### src/rtl/divider_arbiter.sv
// divider_arbiter
// Shares one sequential 32-bit divider among NUM_REQ requesters with
// round-robin arbitration. Each requester offers a dividend/divisor pair.
// The arbiter runs the divider's start_division/division_active protocol and
// returns the quotient and remainder with a one-cycle strobe to the requester
// that was served.
//
// Handshake: a requester raises req_valid[i] and holds its operands stable
// until the cycle where req_ready[i] is high. The request is accepted on the
// clock edge that ends that cycle. If req_valid drops before that edge, the
// request is withdrawn. req_ready is one-hot or zero and is only raised in IDLE.
// rsp_valid[i] is a single-cycle strobe. rsp_id, rsp_quotient, rsp_remainder
// and rsp_div_by_zero are valid in that cycle and hold until the next response.
//
// Optional feature macro: DIV_ARB_ZERO_GUARD_EN
//   When defined, a zero divisor never reaches the divider. The arbiter answers
//   with quotient 32'hFFFF_FFFF, remainder = dividend and rsp_div_by_zero = 1.
//
// Ports:
//   clk, reset          clock, synchronous active-high reset
//   req_valid/ready     per-requester request handshake
//   req_dividend/divisor packed operands, requester i at [32i+31:32i]
//   rsp_valid/id        one-hot response strobe and index of the served requester
//   rsp_quotient/remainder/div_by_zero  response payload
//   busy                high in every state except IDLE
//   start_division, dividend, divisor   to the divider
//   quotient, remainder, division_active from the divider
//   dbg_state           current FSM state (IDLE=0, START=1, WAIT_DONE=2, RESP=3)
module divider_arbiter #(
   parameter int NUM_REQ = 4,
   parameter int ID_W    = 2
) (
   input  logic                    clk,
   input  logic                    reset,
   input  logic [NUM_REQ-1:0]      req_valid,
   input  logic [32*NUM_REQ-1:0]   req_dividend,
   input  logic [32*NUM_REQ-1:0]   req_divisor,
   output logic [NUM_REQ-1:0]      req_ready,
   output logic [NUM_REQ-1:0]      rsp_valid,
   output logic [ID_W-1:0]         rsp_id,
   output logic [31:0]             rsp_quotient,
   output logic [31:0]             rsp_remainder,
   output logic                    rsp_div_by_zero,
   output logic                    busy,
   output logic                    start_division,
   output logic [31:0]             dividend,
   output logic [31:0]             divisor,
   input  logic [31:0]             quotient,
   input  logic [31:0]             remainder,
   input  logic                    division_active,
   output logic [1:0]              dbg_state
);

   typedef enum logic [1:0] {
      IDLE      = 2'd0,
      START     = 2'd1,
      WAIT_DONE = 2'd2,
      RESP      = 2'd3
   } state_t;

   state_t          state;
   state_t          state_next;
   logic [ID_W-1:0] last_grant;
   logic [ID_W-1:0] lat_id;
   logic [ID_W-1:0] grant_idx;
   logic            grant_found;
   logic [ID_W:0]   cand;
   logic [31:0]     sel_dividend;
   logic [31:0]     sel_divisor;
   logic            load_div;
   logic            load_zero;

   // Round-robin search. Candidates are visited from last_grant+1 upward,
   // wrapping modulo NUM_REQ. The first valid candidate wins. cand is one bit
   // wider so the sum cannot overflow before the single wrap subtraction.
   always_comb begin
      grant_found = 1'b0;
      grant_idx   = '0;
      cand        = '0;
      for (int k = 1; k <= NUM_REQ; k++) begin
         cand = {1'b0, last_grant} + (ID_W+1)'(k);
         if (cand >= (ID_W+1)'(NUM_REQ)) begin
            cand = cand - (ID_W+1)'(NUM_REQ);
         end
         if (!grant_found && req_valid[cand[ID_W-1:0]]) begin
            grant_found = 1'b1;
            grant_idx   = cand[ID_W-1:0];
         end
      end
   end

   // Operand mux for the winning requester
   always_comb begin
      sel_dividend = '0;
      sel_divisor  = '0;
      for (int i = 0; i < NUM_REQ; i++) begin
         if (grant_idx == ID_W'(i)) begin
            sel_dividend = req_dividend[i*32 +: 32];
            sel_divisor  = req_divisor[i*32 +: 32];
         end
      end
   end

   // Next-state and control decode
   always_comb begin
      state_next     = state;
      start_division = 1'b0;
      load_div       = 1'b0;
      load_zero      = 1'b0;
      case (state)
         IDLE: begin
            if (grant_found) state_next = START;
         end
         START: begin
`ifdef DIV_ARB_ZERO_GUARD_EN
            if (divisor == 32'd0) begin
               load_zero  = 1'b1;
               state_next = RESP;
            end else begin
               start_division = 1'b1;
               if (division_active) state_next = WAIT_DONE;
            end
`else
            start_division = 1'b1;
            if (division_active) state_next = WAIT_DONE;
`endif
         end
         WAIT_DONE: begin
            if (!division_active) begin
               load_div   = 1'b1;
               state_next = RESP;
            end
         end
         RESP: begin
            state_next = IDLE;
         end
         default: begin
            state_next = IDLE;
         end
      endcase
   end

   always_comb begin
      req_ready = '0;
      rsp_valid = '0;
      if (state == IDLE && grant_found) req_ready[grant_idx] = 1'b1;
      if (state == RESP) rsp_valid[lat_id] = 1'b1;
   end

   assign busy      = (state != IDLE);
   assign dbg_state = state;

   // dividend/divisor are the latched operand registers themselves, so they
   // stay stable from START through WAIT_DONE.
   always_ff @(posedge clk) begin
      if (reset) begin
         state         <= IDLE;
         last_grant    <= ID_W'(NUM_REQ-1);
         lat_id        <= '0;
         dividend      <= '0;
         divisor       <= '0;
         rsp_id        <= '0;
         rsp_quotient  <= '0;
         rsp_remainder <= '0;
      end else begin
         state <= state_next;
         if (state == IDLE && grant_found) begin
            lat_id     <= grant_idx;
            last_grant <= grant_idx;
            dividend   <= sel_dividend;
            divisor    <= sel_divisor;
         end
         if (load_div) begin
            rsp_id        <= lat_id;
            rsp_quotient  <= quotient;
            rsp_remainder <= remainder;
         end
         if (load_zero) begin
            rsp_id        <= lat_id;
            rsp_quotient  <= 32'hFFFF_FFFF;
            rsp_remainder <= dividend;
         end
      end
   end

`ifdef DIV_ARB_ZERO_GUARD_EN
   always_ff @(posedge clk) begin
      if (reset) begin
         rsp_div_by_zero <= 1'b0;
      end else if (load_zero) begin
         rsp_div_by_zero <= 1'b1;
      end else if (load_div) begin
         rsp_div_by_zero <= 1'b0;
      end
   end
`else
   assign rsp_div_by_zero = 1'b0;
`endif

endmodule

### config.mk
export PLATFORM = sky130hd
export DESIGN_NAME = divider_arbiter
export DESIGN_NICKNAME = d
export VERILOG_FILES = /design/src/rtl/divider_arbiter.sv
export SDC_FILE = /design/constraint.sdc
export NUM_CORES = 1
export LEC_CHECK = 0
export CAP_MARGIN = 20
export CORE_AREA = 2 2 182 184
export CTS_BUF_LIST = sky130_fd_sc_hd__clkbuf_8
export DETAILED_ROUTE_END_ITERATION = 8
export DIE_AREA = 0 0 184 186
export GPL_ROUTABILITY_DRIVEN = 1
export PLACE_DENSITY = 0.62
export SKIP_LAST_GASP = 1
export SLEW_MARGIN = 20
export SYNTH_ARGS = -nofsm -noshare
export SYNTH_HDL_FRONTEND = slang
export SYNTH_SLANG_ARGS = --single-unit
### constraint.sdc
create_clock -name clk -period 6.4 [get_ports clk]
set_clock_uncertainty 0.05 [all_clocks]
set_input_delay 1.92 -clock clk [delete_from_list [all_inputs] [get_ports clk]]
set_output_delay 1.92 -clock clk [all_outputs]
set_load 0.005 [all_outputs]
==> flow_summary_export.csv <==
group,metric,value,unit
synth,seq_area_frac_synth,0.4167,
clock_tree,cts.clk_slew.worst_paths,0.08,ns
layout,mostFrequentLayoutCells,"clkdlybuf4s50_1, nand2_1, dfxtp_1, a21oi_1, mux2_2",
synth,syn_area,6534,um2
floorplanning,rows,66,
floorplanning,initial_core_util,0.2029,
sta,hold_viol,0,
sta,finalCriticalPeriod,6.147,ns
clock_tree,cts_num_sinks,136,
sta,rsz0062_at_grt,"no",
synth,ys_seq_elements,136,
placement,place_area,11560,um2
global_route,top_usage_layer,"met2",
synth,syn_inst,782,
worst_setup_path,cp-end-kind,"output port",
min_path,hp-class,"reg -> reg",
sta,hold_ws,0.4058,ns
worst_setup_path,rr_worst_depth,6,
global_route,met1_usage,0.1859,
global_route,antenna_found_initial,0,
worst_setup_path,critical_path_class,"in -> out",
clock_tree,post-cts-setup-buffers,0,
global_route,grt_pass1_wl,41690,um
clock_tree,root_buffer,"clkbuf_8",
power,power.net_switching,0.001462,W
synth,ys_async_sr_fraction,0,
synth,synthFlopType,"dfxtp_1",
routing,via_count,7571,
routing,viasPerCell,4.642,
global_route,grt_use_met2,0.2785,
worst_setup_path,start_kind,"input port",
clock_tree,clk_latency,0.46,ns
synth,synth_edf_count,0,
power,ir_worst_vdd,0.3567,mV
worst_setup_path,cp_max_fo,8,
synth,ys_warn_count,0,
layout,nets,1542,
global_route,grt_remaining_overflow,0,
worst_setup_path,r2r_start,"last_grant[1]$_SDFFE_PP1N_",
layout,insertedDiodeCount,0,
power,powerDensity,321.2,nW/um2
synth,synth_area_per_cell,8.355,um2
worst_setup_path,cp.required,4.43,ns
sta,worst_slew_pin_slew,0.9963,ns
routing,post_drt_wl_per_cell,17.42,um
floorplanning,fp.dieH,186,um
global_route,grt_pass1_vias,7553,
power,p_int,0.002376,W
routing,drc,0,
power,power_frac_seq,0.318,
clock_tree,cts_tree,"done",
synth,syn-num-nets,1114,
layout,instances_no_fill,1631,
placement,dpl.hpwl,21440,um
flow_run,maxCapViolations,0,
worst_setup_path,worstPathArrival,4.18,ns
sta,maxSlewViolCount,0,
placement,portBuffers,468,
layout,fin_area,11950,um2
sta,period_share,0.9605,
power,p_comb_frac,0.490,
sta,timing.setup.tns,0,ns
floorplanning,core_area,32210,um2
routing,final_antenna_net_count,0,
layout,drive_gt1_frac,0.09730,
power,cellLeakagePower,4.224,nW
power,pwr-share-clk,0.192,
clock_tree,cts_resized,0,
clock_tree,cts-htree-levels,4,
routing,drt_iter0_drc,317,
power,switching_share,0.3809,
global_route,grt_usage,0.1588,
worst_setup_path,critPathLaunch,"req_valid[1]",
sta,max_slew_margin,0.3344,
floorplanning,pin_count,470,
global_route,grt_max_degree,83,
sta,setup_viol,0,
global_route,met3_usage,0.04774,
routing,drt-pass1-iter-count,6,
clock_tree,cts_hold_buf,0,
routing,routed_wl,28420,um
synth,synth_cell_types,39,
placement,placed_cells,1599,
min_path,min_from,"rsp_remainder[22]$_SDFFE_PP0P_",
placement,gp_congestion,0.8752,
floorplanning,dieWidth,184,um
sta,fmax,0.1627,GHz
min_path,hold_depth,2,
floorplanning,die_area,34220,um2
clock_tree,cts_buffers,17,
clock_tree,clock_path_buffers,2,
layout,area_growth,82.82,%
run_status,status,"finished, final reports clean",
layout,mostFrequentLayoutCell,"clkdlybuf4s50_1",
power,design_power_total,0.003837,W
-- synth_stat cells (11+ instances only) --
cell type / number / share of area
a21oi_1: 70 / 0.054
o21ai_0: 45 / 0.034
a41oi_1: 15 / 0.020
a211oi_1: 30 / 0.034
buf_2: 11 / 0.0084
a22oi_1: 15 / 0.017
mux2_2: 62 / 0.11
nand2_1: 160 / 0.092
and3_1: 17 / 0.016
a222oi_1: 29 / 0.044
nor2_1: 47 / 0.027
dfxtp_1: 136 / 0.42
clkbuf_1: 52 / 0.030
o22ai_1: 14 / 0.013
-- power by group through the flow --
stage | combinational, W | clock, W | sequential [W]
after floorplan | 0.000912 | 0 | 0.00123
after global placement | 0.00188 | 0 | 0.00123
after detailed placement | 0.00189 | 0 | 0.00124
after CTS | 0.00189 | 0.000774 | 0.00122
after global routing | 0.00204 | 0.000807 | 0.00125
final | 0.00188 | 0.000738 | 0.00122
-- routing by layer --
metal,vias up,share of wire,routed length (um)
met5,-,0,0
li1,3700,-,-
met3,26,0.080,2282
met4,0,0.017,492
met2,328,0.49,13790
met1,3517,0.42,11850
-- path summary, 6_finish.rpt --
| kind | end | slack, ns |
|---|---|---|
| setup reg to reg | divisor[10]$_SDFFE_PP0N_ | 3.52 |
| setup / recovery | req_ready[0] | 0.25 |
| hold / removal | rsp_remainder[22]$_SDFFE_PP0P_ | 0.41 |
| hold reg to reg | rsp_remainder[22]$_SDFFE_PP0P_ | 0.41 |
-- cells by family after synthesis --
family	Yosys count	synth area share
flip-flops	136	0.4167
other	1	0.0005739
adder cells (fa/ha/maj)	5	0.009575
multiplexers	65	0.1120
AO/OA/AOI/OAI	244	0.2484
buffers and inverters	83	0.05381
AND/OR/NAND/NOR	248	0.1589
-- cell type report --
type / instances / area (um2)
Sequential cell: 136 / 2723
Clock inverter: 15 / 155.1
Fill cell: 3299 / 20260
Timing Repair Buffer: 482 / 4791
Tap cell: 408 / 510.5
Clock buffer: 17 / 234.0
Inverter: 10 / 37.54
Multi-Input combinational cell: 563 / 3495
-- registers in the layout, indices dropped and copies added (netlist names) --
register       count
divisor           32
rsp_id             2
last_grant         2
rsp_remainder     32
dividend          32
rsp_quotient      32
dbg_state          2
lat_id             2
-- critical path: stages --
cell and delay (ns):
clkdlybuf4s50_1 0.51, nor2b_1 0.20, o21ba_2 0.29, or3_1 0.48, nor3_1 0.22, clkdlybuf4s50_1 0.55
-- through the flow --
step                        util  setup slack (ns)
final                     0.3709            0.2525
after CTS                 0.3709            0.2827
after floorplan                -             1.140
after global placement    0.3585            0.2812
after global routing      0.3709            0.1686
after detailed placement  0.3588            0.2868
(Power assumes the default switching activity.)
